===== config.mk =====
export PLATFORM = sky130hd
export DESIGN_NAME = send_frame_mul_arb
export DESIGN_NICKNAME = d
export VERILOG_FILES = /design/src/rtl/send_frame_mul_pkg.sv /design/src/rtl/send_frame_mul_pipe.sv /design/src/rtl/send_frame_mul_arb.sv
export SDC_FILE = /design/constraint.sdc
export NUM_CORES = 1
export LEC_CHECK = 0
export ABC_AREA = 1
export BUFFER_PORTS_ARGS = -buffer_cell sky130_fd_sc_hd__buf_4
export CAP_MARGIN = 0
export CORE_AREA = 5 5 170 172
export CTS_CLUSTER_DIAMETER = 50
export DETAILED_ROUTE_END_ITERATION = 10
export DIE_AREA = 0 0 175 177
export PLACE_DENSITY = 0.77
export SYNTH_ARGS = -nofsm -noshare
export SYNTH_HDL_FRONTEND = slang
export SYNTH_SLANG_ARGS = --single-unit

===== constraint.sdc =====
create_clock -name ap_clk -period 8.3 [get_ports ap_clk]
set_input_delay 0.83 -clock ap_clk [delete_from_list [all_inputs] [get_ports ap_clk]]
set_output_delay 0.83 -clock ap_clk [all_outputs]
set_load 0.02 [all_outputs]

===== src/rtl/send_frame_mul_pkg.sv =====
// Shared defaults and helpers for the round-robin multiply arbiter.
package send_frame_mul_pkg;

  localparam int unsigned A_WIDTH_DEF    = 17;
  localparam int unsigned B_WIDTH_DEF    = 17;
  localparam int unsigned P_WIDTH_DEF    = 32;
  localparam int unsigned MUL_STAGES_DEF = 2;
  localparam int unsigned CNT_WIDTH      = 16;

  // Saturating increment for the grant statistics counters.
  function automatic logic [CNT_WIDTH-1:0] sat_inc(input logic [CNT_WIDTH-1:0] v);
    return (&v) ? v : v + CNT_WIDTH'(1);
  endfunction

endpackage


===== src/rtl/send_frame_mul_pipe.sv =====
// Registered unsigned multiply with a one-hot tag chain of equal depth.
module send_frame_mul_pipe
  import send_frame_mul_pkg::*;
#(
  parameter int unsigned NUM_REQ    = 4,
  parameter int unsigned MUL_STAGES = MUL_STAGES_DEF,
  parameter int unsigned A_WIDTH    = A_WIDTH_DEF,
  parameter int unsigned B_WIDTH    = B_WIDTH_DEF,
  parameter int unsigned P_WIDTH    = P_WIDTH_DEF
) (
  input  logic               i_clk,
  input  logic               i_rst_n,
  input  logic [A_WIDTH-1:0] i_a,
  input  logic [B_WIDTH-1:0] i_b,
  input  logic [NUM_REQ-1:0] i_tag,
  output logic [NUM_REQ-1:0] o_tag,
  output logic [P_WIDTH-1:0] o_prod
);

  logic [P_WIDTH-1:0] w_prod;
  logic [NUM_REQ-1:0] r_tag  [MUL_STAGES];
  logic [P_WIDTH-1:0] r_prod [MUL_STAGES];

  // Low P_WIDTH bits of a product depend only on the low P_WIDTH bits of each operand.
  assign w_prod = P_WIDTH'(i_a) * P_WIDTH'(i_b);

  // Product stages load only with a live tag so the output holds its last result.
  always_ff @(posedge i_clk or negedge i_rst_n) begin
    if (!i_rst_n) begin
      for (int unsigned s = 0; s < MUL_STAGES; s++) begin
        r_tag[s]  <= '0;
        r_prod[s] <= '0;
      end
    end else begin
      r_tag[0] <= i_tag;
      if (|i_tag) r_prod[0] <= w_prod;
      for (int unsigned s = 1; s < MUL_STAGES; s++) begin
        r_tag[s] <= r_tag[s-1];
        if (|r_tag[s-1]) r_prod[s] <= r_prod[s-1];
      end
    end
  end

  assign o_tag  = r_tag[MUL_STAGES-1];
  assign o_prod = r_prod[MUL_STAGES-1];

endmodule


===== src/rtl/send_frame_mul_arb.sv =====
// Round-robin arbiter feeding a shared pipelined multiplier.
// Optional per-requester grant counters: define SEND_FRAME_MUL_ARB_STATS_EN.
module send_frame_mul_arb
  import send_frame_mul_pkg::*;
#(
  parameter int unsigned NUM_REQ    = 4,
  parameter int unsigned MUL_STAGES = MUL_STAGES_DEF,
  parameter int unsigned A_WIDTH    = A_WIDTH_DEF,
  parameter int unsigned B_WIDTH    = B_WIDTH_DEF,
  parameter int unsigned P_WIDTH    = P_WIDTH_DEF
) (
  input  logic                         ap_clk,
  input  logic                         ap_rst_n,
  input  logic [NUM_REQ-1:0]           req_valid,
  output logic [NUM_REQ-1:0]           req_ready,
  input  logic [NUM_REQ*A_WIDTH-1:0]   req_a,
  input  logic [NUM_REQ*B_WIDTH-1:0]   req_b,
  output logic [NUM_REQ-1:0]           rsp_valid,
  output logic [P_WIDTH-1:0]           rsp_p,
  output logic [NUM_REQ*CNT_WIDTH-1:0] stat_grant_cnt
);

  localparam int unsigned PTR_W = (NUM_REQ > 1) ? $clog2(NUM_REQ) : 1;

  logic [PTR_W-1:0]   r_rr_ptr;
  logic [PTR_W-1:0]   w_next_ptr;
  logic [NUM_REQ-1:0] w_rot_req;
  logic [NUM_REQ-1:0] w_rot_oh;
  logic [NUM_REQ-1:0] w_gnt;
  logic [NUM_REQ-1:0] w_xfer;
  logic [A_WIDTH-1:0] w_a;
  logic [B_WIDTH-1:0] w_b;
  logic               w_hit;

  // Rotate requests so the search always starts at bit 0, then rotate the grant back.
  assign w_rot_req = NUM_REQ'({req_valid, req_valid} >> r_rr_ptr);

  always_comb begin
    w_rot_oh = '0;
    w_hit    = 1'b0;
    for (int unsigned i = 0; i < NUM_REQ; i++) begin
      if (w_rot_req[i] && !w_hit) begin
        w_rot_oh[i] = 1'b1;
        w_hit       = 1'b1;
      end
    end
  end

  assign w_gnt     = NUM_REQ'(({w_rot_oh, w_rot_oh} << r_rr_ptr) >> NUM_REQ)
                     & {NUM_REQ{ap_rst_n}};
  assign req_ready = w_gnt;
  assign w_xfer    = req_valid & w_gnt;

  // Operand select and pointer advance for the single granted requester.
  always_comb begin
    w_a        = '0;
    w_b        = '0;
    w_next_ptr = r_rr_ptr;
    for (int unsigned i = 0; i < NUM_REQ; i++) begin
      if (w_xfer[i]) begin
        w_a        = req_a[i*A_WIDTH +: A_WIDTH];
        w_b        = req_b[i*B_WIDTH +: B_WIDTH];
        w_next_ptr = (i == NUM_REQ - 1) ? '0 : PTR_W'(i + 1);
      end
    end
  end

  always_ff @(posedge ap_clk or negedge ap_rst_n) begin
    if (!ap_rst_n) r_rr_ptr <= '0;
    else           r_rr_ptr <= w_next_ptr;
  end

  send_frame_mul_pipe #(
    .NUM_REQ    (NUM_REQ),
    .MUL_STAGES (MUL_STAGES),
    .A_WIDTH    (A_WIDTH),
    .B_WIDTH    (B_WIDTH),
    .P_WIDTH    (P_WIDTH)
  ) u_pipe (
    .i_clk   (ap_clk),
    .i_rst_n (ap_rst_n),
    .i_a     (w_a),
    .i_b     (w_b),
    .i_tag   (w_xfer),
    .o_tag   (rsp_valid),
    .o_prod  (rsp_p)
  );

`ifdef SEND_FRAME_MUL_ARB_STATS_EN
  logic [CNT_WIDTH-1:0] r_cnt [NUM_REQ];

  always_ff @(posedge ap_clk or negedge ap_rst_n) begin
    if (!ap_rst_n) begin
      for (int unsigned i = 0; i < NUM_REQ; i++) r_cnt[i] <= '0;
    end else begin
      for (int unsigned i = 0; i < NUM_REQ; i++) begin
        if (w_xfer[i]) r_cnt[i] <= sat_inc(r_cnt[i]);
      end
    end
  end

  always_comb begin
    stat_grant_cnt = '0;
    for (int unsigned i = 0; i < NUM_REQ; i++) begin
      stat_grant_cnt[i*CNT_WIDTH +: CNT_WIDTH] = r_cnt[i];
    end
  end
`else
  assign stat_grant_cnt = '0;
`endif

endmodule


* After elaboration in Yosys (flattened, before gate mapping)
Index checks and enable logic that the tools add are counted.
** Storage, ports and cells
- Input bits :: 142
- Word-level logic and storage cells :: 37
- Register bits :: 74
** Cells by class
- $mul :: 1
- Bitwise operators :: 2
- Reductions and logical operators :: 9
- Shifts and indexed selects :: 2
- Mux-type cells :: 18
** Operator list (number)
- 17-bit 2-to-1 mux :: 8
- 17-bit by 17-bit multiplier with 32-bit output :: 1
- 4-bit AND :: 2
- 2-bit 2-to-1 mux :: 4
- 4-bit OR reduction :: 2
- 8-bit by 2-bit left shift with 8-bit output :: 1
- 8-bit by 2-bit >> shifter with 4-bit output :: 1
- 1-bit 2-to-1 mux :: 6
- 4-bit nonzero test :: 1
- 1-bit logical AND :: 3
- 1-bit zero test :: 3

* Depth between registers and ports, before layout
Gate-level depths: netlist (run 1).
- Depth after elaboration :: 19
- Mapped depth :: 43
- Depth with buffers taken out :: 41

* Hierarchy
Synthesis (run 1) repeated with hierarchy kept, for this count alone.
** Second synthesis, totals
- Cells, all modules :: 2078
- Area, all modules :: 15373.5 µm²
** By module, submodules not included
- send_frame_mul_pipe :: area each 13152.6 µm², instances 1, cells each 1738
- send_frame_mul_arb :: area each 2220.9 µm², instances 1, cells each 340

* Worst setup path after synthesis (run 1)
OpenSTA, ideal clock, no wires.
- Path type :: in2reg
- Start :: in req_valid[2]
- End :: reg u_pipe.r_prod[60] (netlist bit)
- Stages on the path :: 38
- Slack :: 1151 ps
- Arrival :: 7029 ps
- Setup time :: 121 ps
- Required time :: 8179 ps
- Buffers on the path :: 2
- Cells stage by stage :: nand2_1 -> nand3_1 -> nand2_2 -> nand2_2 -> nor2_2 -> nand2_1 -> nand3_2 -> nand2_4 -> nand2_4 -> buf_4 -> a21oi_2 -> o21ai_4 -> buf_4 -> nand2_1 -> fa_1 -> inv_1 -> fa_1 -> inv_1 -> (+2 left out) -> fa_1 -> fa_1 -> inv_1 -> fa_1 -> inv_1 -> ha_1 -> a21oi_1 -> o21a_1 -> o221ai_1 -> a21oi_1 -> o21bai_1 -> nand2_1 -> nand2_1 -> nand2_1 -> nand2_1 -> xor2_1 -> nand2_1 -> o21ai_1
** Between the ends
- Word-level cells in the longest chain between the ends :: 19
- Elaborated cells between the ends (all ways) :: 26
- Classes of those cells :: mul (1); shift (2); mux (14); bitwise (2); reduce/logical (7)
** Ends and longest elaborated chain
- start: declaration :: RTL line send_frame_mul_arb.sv:14 : input logic [NUM_REQ-1:0] req_valid,
- 8-bit by 2-bit >> shifter with 4-bit output :: RTL line send_frame_mul_arb.sv:36 : assign w_rot_req = NUM_REQ'({req_valid, req_valid} >> r_rr_ptr);
- 1-bit 2-to-1 mux :: RTL line send_frame_mul_arb.sv:42 : if (w_rot_req[i] && !w_hit) begin
- 1-bit zero test :: RTL line send_frame_mul_arb.sv:42
- 1-bit logical AND :: RTL line send_frame_mul_arb.sv:42
- 1-bit 2-to-1 mux :: RTL line send_frame_mul_arb.sv:42
- 1-bit zero test :: RTL line send_frame_mul_arb.sv:42
- 1-bit logical AND :: RTL line send_frame_mul_arb.sv:42
- 1-bit 2-to-1 mux :: RTL line send_frame_mul_arb.sv:42
- 1-bit zero test :: RTL line send_frame_mul_arb.sv:42
- 1-bit logical AND :: RTL line send_frame_mul_arb.sv:42
- 1-bit 2-to-1 mux :: RTL line send_frame_mul_arb.sv:42
- 8-bit by 2-bit left shift with 8-bit output :: RTL line send_frame_mul_arb.sv:49 : assign w_gnt = NUM_REQ'(({w_rot_oh, w_rot_oh} << r_rr_ptr) >> NUM_REQ)
- 4-bit AND :: RTL line send_frame_mul_arb.sv:50 : & {NUM_REQ{ap_rst_n}};
- 4-bit AND (*) :: RTL line send_frame_mul_arb.sv:52 : assign w_xfer = req_valid & w_gnt;
- 17-bit 2-to-1 mux (4 in a row) :: RTL line send_frame_mul_arb.sv:60 : if (w_xfer[i]) begin
- 17-bit by 17-bit multiplier with 32-bit output :: RTL line send_frame_mul_pipe.sv:25 : assign w_prod = P_WIDTH'(i_a) * P_WIDTH'(i_b);
- end signal: indexed assignment :: RTL line send_frame_mul_pipe.sv:39 : if (|r_tag[s-1]) r_prod[s] <= r_prod[s-1];
- end: declaration :: RTL line send_frame_mul_pipe.sv:22 : logic [P_WIDTH-1:0] r_prod [MUL_STAGES];
Mark *: on every way between the ends. The rest lies on a longest branch, timed or not.
A chain may end at the register's enable or synchronous reset.

* Final worst setup path (run 1)
- Start :: reg r_rr_ptr[0]
- End :: reg u_pipe.r_prod[60] (netlist bit)
** Between the ends
- Word-level cells in the longest chain between the ends :: 19
- Elaborated cells between the ends (all ways) :: 26
- Classes of those cells :: mul (1); shift (2); mux (14); bitwise (2); reduce/logical (7)
** Ends and longest elaborated chain
- start: declaration :: RTL line send_frame_mul_arb.sv:25 : logic [PTR_W-1:0] r_rr_ptr;
- start signal: assignment :: RTL line send_frame_mul_arb.sv:70 : else r_rr_ptr <= w_next_ptr;
- 8-bit by 2-bit >> shifter with 4-bit output :: RTL line send_frame_mul_arb.sv:36
- 1-bit 2-to-1 mux :: RTL line send_frame_mul_arb.sv:42
- 1-bit zero test :: RTL line send_frame_mul_arb.sv:42
- 1-bit logical AND :: RTL line send_frame_mul_arb.sv:42
- 1-bit 2-to-1 mux :: RTL line send_frame_mul_arb.sv:42
- 1-bit zero test :: RTL line send_frame_mul_arb.sv:42
- 1-bit logical AND :: RTL line send_frame_mul_arb.sv:42
- 1-bit 2-to-1 mux :: RTL line send_frame_mul_arb.sv:42
- 1-bit zero test :: RTL line send_frame_mul_arb.sv:42
- 1-bit logical AND :: RTL line send_frame_mul_arb.sv:42
- 1-bit 2-to-1 mux :: RTL line send_frame_mul_arb.sv:42
- 8-bit by 2-bit left shift with 8-bit output (*) :: RTL line send_frame_mul_arb.sv:49
- 4-bit AND (*) :: RTL line send_frame_mul_arb.sv:50
- 4-bit AND (*) :: RTL line send_frame_mul_arb.sv:52
- 17-bit 2-to-1 mux (4 in a row) :: RTL line send_frame_mul_arb.sv:60
- 17-bit by 17-bit multiplier with 32-bit output :: RTL line send_frame_mul_pipe.sv:25
Marked as above.

==> results of run 1 <==
[timing repair]
| item | in CTS | in global routing |
|---|---|---|
| resized for setup | 0 | 2 |
| buffers inserted | 0 | 7 |
| setup endpoints to repair | 0 | 4 |
[per-stage QoR]
step | setup WS (ns) | util [%] | std cells
3_5_place_dp | 0.212 | 57.8 | 2269
5_1_grt | 0.136 | 59.2 | 2292
4_1_cts | 0.387 | 59.0 | 2285
6_report | 0.582 | 59.2 | 2292
3_3_place_gp | 0.394 | 57.8 | 2269
2_1_floorplan | 1.15 | - | 1863
[cells by family (layout without fill, tap and decap cells)]
group                      count (synthesis)  in the layout  synth area share, %
buffers and inverters                    624            707                 20.2
AOI/OAI and AO/OA                        193            193                 10.1
and+or+nand+nor                          542            542                 15.2
muxes                                     19             19                 1.46
xor gates and xnor gates                  27             27                 1.61
DFF                                       74             74                 12.6
adders and majority gates                320            320                 38.7
other                                      1             64               0.0256
[worst max-delay path by stage]
stage / start / endpoint / slack (ns)
final: r_rr_ptr[0]$_DFFE_PN0P_ / u_pipe.r_prod[60]$_DFFE_PN0P_ / 0.58
after floorplan: req_valid[2] / u_pipe.r_prod[60]$_DFFE_PN0P_ / 1.15
after detailed placement: req_valid[3] / u_pipe.r_prod[60]$_DFFE_PN0P_ / 0.21
after CTS: r_rr_ptr[0]$_DFFE_PN0P_ / u_pipe.r_prod[60]$_DFFE_PN0P_ / 0.39
after global placement: req_valid[2] / u_pipe.r_prod[60]$_DFFE_PN0P_ / 0.39
after global routing: r_rr_ptr[1]$_DFFE_PN0P_ / u_pipe.r_prod[60]$_DFFE_PN0P_ / 0.14
[area by class of cell]
cell class              instances  area, um2
well taps                     346        433
multi-input cells            1165      10100
clock buffers                   9        225
flip-flops and latches         74       1850
fillers                      2398      11200
clock inverters                 7        101
inverters                     462       1740
repair buffers                229       1730
[layer usage]
| layer | up-vias | part of all wire (%) |
|---|---|---|
| met1 | 5791 | 39 |
| met2 | 461 | 52 |
| met3 | 86 | 5.6 |
| met4 | 0 | 3.0 |
| li1 | 5442 | - |
| met5 | - | 0 |
[critical path, delay by kind of cell (launching register included)]
family,cells,cell delay (ns)
flip-flops,1,0.50
adder cells (fa/ha/maj),7,3.32
AND/OR/NAND/NOR,12,1.27
AO/OA/AOI/OAI,8,1.51
XOR/XNOR,1,0.14
buffers and inverters,8,0.82
[Yosys cell counts (4+ instances only)]
library cell	n
fa_1	223
nand4_1	14
nand3_2	4
a31oi_1	4
xor2_1	10
ha_1	97
nand3b_1	4
nand2_2	9
o21ai_4	29
xnor2_1	17
a21oi_1	53
nand3_1	23
clkbuf_1	4
o21a_1	4
inv_1	443
o21ai_1	16
buf_2	16
mux2_2	19
buf_6	16
buf_4	122
nor2_1	35
o21ai_0	20
a21oi_2	27
nand2_1	439
inv_2	16
o22ai_1	29
dfrtp_1	74
[state kept, by name, indices dropped and copies added, names as in the netlist]
signal and cells:
u_pipe.o_prod 32, u_pipe.r_tag 4, u_pipe.r_prod 32, u_pipe.o_tag 4
r_rr_ptr 2
==> results by group, run 1 <==
Synthesis
  • Syn_area_per_cell: 8.15 um2
  • Yosys reg bits: 74
  • Post-synth ARST share: 100%
  • Register area share after synthesis: 12.6%
  • Mapped cell area: 14700 um2
  • Ranking of synthesized cells by area: fa_1, dfrtp_1, inv_1, nand2_1, ha_1
  • Synth cell types: slightly below 50
  • Area leader, netlist: fa_1
  • Number of flops mapped to enable cells by yosys: 0
  • Ys flop type: dfrtp_1
  • Yosys synthesis warning count: 0
  • Top cell type's share of synthesized area: 30.4%
  • Cells after synthesis: 1800

Clock network
  • # hold bufs at CTS: 0
  • Clk buf depth: 2
  • CTS buffer count: 9
  • CTS tree: built
  • CTS H-tree depth: 3
  • CTS Sinks: 74
  • Reg clk slew, reported paths: around 0.070 ns
  • CTS Root Cell: clkbuf_16
  • Clk_lat worst skew: 0.35 ns

Timing
  • Final Setup Violations: 0
  • Final Hold Viols: 0
  • Tmin final: 7.72 ns
  • TNS Setup: 0 ns
  • Max Clock Skew: between 0.009 and 0.01 ns
  • Max frequency: around 130 MHz
  • Final slew viol count: 0
  • RSZ-0062 raised after global routing: false
  • Slew headroom: 29.6%
  • Final worst-path cycle share: 93.0%
  • Final hold slack: between 0.3 and 0.4 ns
  • Worst Max-Slew Pin Slew: 1.05 ns

Placed design
  • Gp weighted congestion: around 0.95
  • PortBufs: 181
  • Area after DPL: between 15000 and 20000 um2
  • Hpwl dp: 31100 um

Routing
  • Detailed Route Iter0 Violations: 706
  • Final wirelength: between 30000 and 40000 um
  • Vias: 11800
  • DRC viols: 0
  • First-pass DRT Iterations: 7
  • WL/cell: 16.4 um
  • Post-route ant nets: 0
  • DR vias/cell: 5.14

Die
  • # rows: between 60 and 70
  • Core area: 27300 um2
  • Initial Util: roughly 54%
  • Die ar.: 31000 um2
  • Die width: 175 um
  • Die Y: 177 um
  • IO Pins: 246

GRT
  • GRT Util Overall: 24.8%
  • Gr busiest metal: met2
  • M2 GR Usage: between 40% and 50%
  • First-pass GRT wire length: about 62000 um
  • Number of global-route vias before repair: 12600
  • Largest net degree at the start of global routing: 46
  • Total gr overflow: 0
  • Initial antenna violation count: 0
  • M3 GR Usage: approximately 2.2%
  • Met1 usage: approximately 31%

Min path
  • Hold EP: u_pipe.o_tag[1]$_DFF_PN0_
  • Worst hold stages: 0
  • Worst min-delay path category: reg -> reg
  • Hold Startpoint: u_pipe.r_tag[5]$_DFF_PN0_

Final layout
  • ANT cells: 0
  • Design area: 16200 um2
  • Layout cells sized above 1: around a fifth
  • NumNets Final: 2403
  • Commonest non-fill, non-tap cell in the layout: inv_1
  • Synthesis-to-layout area growth: 10.3%
  • Commonest non-fill, non-tap cells in the layout: inv_1, nand2_1, buf_4

Worst setup path
  • R2r setup slk: 0.58 ns
  • Crit-path max cell delay: 0.53 ns
  • Worst Path Arrival: 7.95 ns
  • Worst setup SP type: flip-flop
  • Slowest-stage cell, CP: fa_1
  • CP dominant cell by count: nand2_1
  • FF-to-FF End: u_pipe.r_prod[60]$_DFFE_PN0P_
  • Worst Reg-to-Reg Cells: 36
  • Worst setup path class: reg -> reg
  • RR Startpoint: r_rr_ptr[0]$_DFFE_PN0P_
  • WP data required: between 8 and 9 ns
  • Worst Path Max Fanout: 26
  • CP endpoint kind: flip-flop

Outcome
  • Status: finished clean

Job
  • Maxcap violations: 0
Power of run 1 is left out: the tool's default activity adds up to more than one toggle a clock period on the data nets, which glitch-free logic cannot reach.
==> run 2, diff against run 1 <==
--- a/config.mk
+++ b/config.mk
@@ -12,6 +12,7 @@
 export CTS_CLUSTER_DIAMETER = 50
 export DETAILED_ROUTE_END_ITERATION = 10
 export DIE_AREA = 0 0 175 177
+export MAX_ROUTING_LAYER = met4
 export PLACE_DENSITY = 0.77
 export SYNTH_ARGS = -nofsm -noshare
 export SYNTH_HDL_FRONTEND = slang
==> run 2 against run 1 <==
  * Worst setup slack lost 0.14 ns
  * Clock skew grew 0.0048 ns
  * Design area shrank 0.23%
  * Routed wire length grew 0.96%
  * Die area is the same
  * Core utilization shrank 0.14 points
  * Non-clock buffer count shrank 2
  * Via count grew 0.26%
  * Maximum frequency shrank 1.8%
==> results by group, run 2 (same netlist as run 1, synthesis figures left out) <==
Outcome
  • Status: finished clean

Placed design
  • PortBufs: 181 (unchanged)
  • Gp weighted congestion: 0.968 (+2.1%)
  • Placed Instances: 2268 (-0.044%)
  • Hpwl dp: 31200 um (+0.28%)

Routing
  • Vias: 11800 (+0.26%)
  • WL/cell: 16.6 um (+1.1%)
  • Detailed Route Iter0 Violations: 694 (-1.7%)
  • DR vias/cell: 5.16 (+0.35%)
  • Post-route ant nets: 0 (unchanged)
  • First-pass DRT Iterations: 6 (-1)
  • DRC viols: 0 (unchanged)
  • Final wirelength: 37900 um (+0.96%)

Final layout
  • Layout cells sized above 1: 18.4% (-0.19 points)
  • Fin cells: 2290 (-0.087%)
  • NumNets Final: 2401 (-0.083%)
  • Commonest non-fill, non-tap cells in the layout: inv_1, nand2_1, buf_4
  • Synthesis-to-layout area growth: 10.0%
  • Commonest non-fill, non-tap cell in the layout: inv_1
  • ANT cells: 0 (unchanged)
  • FILL cells: 2467 (+2.9%)
  • Reg area: 1850 um2 (about the same)
  • Multi-input gate area: 10100 um2 (unchanged)

Timing
  • Final worst-path cycle share: 94.7% (+1.7 points)
  • Final slew viol count: 0 (unchanged)
  • Worst Max-Slew Pin Slew: 1.03 ns (-0.0274 ns)
  • Final Hold Viols: 0 (unchanged)
  • Tmin final: 7.86 ns (+0.143 ns)
  • Final Setup Violations: 0 (unchanged)
  • Max Clock Skew: 0.0144 ns (+0.00483 ns)
  • Slew headroom: 31.4% (+1.8 points)
  • TNS Setup: 0 ns (unchanged)
  • Final hold slack: 0.373 ns (-0.00756 ns)
  • Max frequency: 127 MHz (-1.8%)
  • RSZ-0062 raised after global routing: false

Clock network
  • # hold bufs at CTS: 0 (unchanged)
  • Clk buf depth: 2 (unchanged)
  • Reg clk slew, reported paths: 0.07 ns (about the same)
  • CTS tree: built
  • Clk_lat worst skew: 0.35 ns (about the same)
  • CTS buffer count: 9 (unchanged)
  • CTS Sinks: 74 (unchanged)
  • CTS H-tree depth: 3 (unchanged)
  • CTS Root Cell: clkbuf_16

GRT
  • Initial antenna violation count: 0 (unchanged)
  • First-pass GRT wire length: 62100 um (+0.33%)
  • Number of global-route vias before repair: 12400 (-1.1%)
  • Largest net degree at the start of global routing: 50 (+8.7%)
  • Total gr overflow: 0 (unchanged)
  • GRT Util Overall: 25.9% (+1.1 points)

Worst setup path
  • Buf+Inv Stages, Crit Path: 6 (-2)
  • RR Startpoint: r_rr_ptr[0]$_DFFE_PN0P_
  • Worst setup path start: r_rr_ptr[0]$_DFFE_PN0P_
  • Worst setup path class: reg -> reg
  • Crit-path max cell delay: 0.60 ns (+0.07 ns)
  • CP endpoint kind: flip-flop
  • Worst Path Max Fanout: 27 (+3.8%)
  • Slowest-stage cell, CP: dfrtp_1
  • Worst Path Arrival: 8.08 ns (+0.13 ns)
  • Worst setup SP type: flip-flop
  • Cell family with most CP delay: adder cells
  • CP dominant cell by count: nand2_1
  • WP data required: 8.52 ns (about the same)

Die
  • Initial Util: 53.7% (unchanged)
  • Core area: 27300 um2 (unchanged)
  • Die ar.: 31000 um2 (unchanged)
  • IO Pins: 246 (unchanged)
  • # rows: 61 (unchanged)
  • Die Y: 177 um (unchanged)
  • Die width: 175 um (unchanged)

Min path
  • Worst min-delay path category: reg -> reg
  • Hold Startpoint: u_pipe.r_tag[7]$_DFF_PN0_

Job
  • Maxcap violations: 0 (unchanged)
-- run 2: metal layers --
metal | vias to the layer above | wire length [um] | share of wire, % | GRT usage [%]
li1 | 5435 | - | - | -
met1 | 5850 | 14500 | 38 | 31.1
met2 | 428 | 19700 | 52 | 45.5
met3 | 98 | 2190 | 5.8 | 2.65
met4 | 0 | 1480 | 3.9 | 9.59
met5 | - | 0 | 0 | -
-- run 2: stage by stage --
stage	area, um2	utilization (%)	worst slack, ns
after floorplan	14900	-	1.15
after global placement	15800	57.8	0.462
after detailed placement	15800	57.8	0.269
after CTS	16100	58.8	0.426
after global routing	16100	59.1	0.00575
final	16100	59.1	0.439
-- run 2: worst paths after layout --
kind / to / slack (ns) / cells past startpoint
max reg2reg: u_pipe.r_prod[60]$_DFFE_PN0P_ / 0.44 / 36
max in group asynchronous: u_pipe.o_prod[20]$_DFFE_PN0P_ / 6.54 / 3
max: u_pipe.r_prod[60]$_DFFE_PN0P_ / 0.44 / 36
min reg2reg: u_pipe.o_tag[3]$_DFF_PN0_ / 0.37 / 0
min in group asynchronous: u_pipe.r_prod[52]$_DFFE_PN0P_ / 0.71 / 2
min: u_pipe.o_tag[3]$_DFF_PN0_ / 0.37 / 0
-- run 2: final cells by class --
| cell class | count | share of cell area [%] |
|---|---|---|
| clock buffer | 10 | 1.42 |
| clock inverter | 6 | 0.403 |
| inverter | 462 | 10.8 |
| multi-input combinational | 1165 | 62.5 |
| sequential | 74 | 11.5 |
| tap | 346 | 2.68 |
| timing repair buffer | 227 | 10.7 |
-- run 2: timing repair --
action / CTS / global route
gates resized for setup: 0 / 1
endpoints found under the hold margin: 0 / 0
setup buffers: 0 / 6
endpoints found under the setup margin: 0 / 2
Power of run 2 is left out for the same reason.
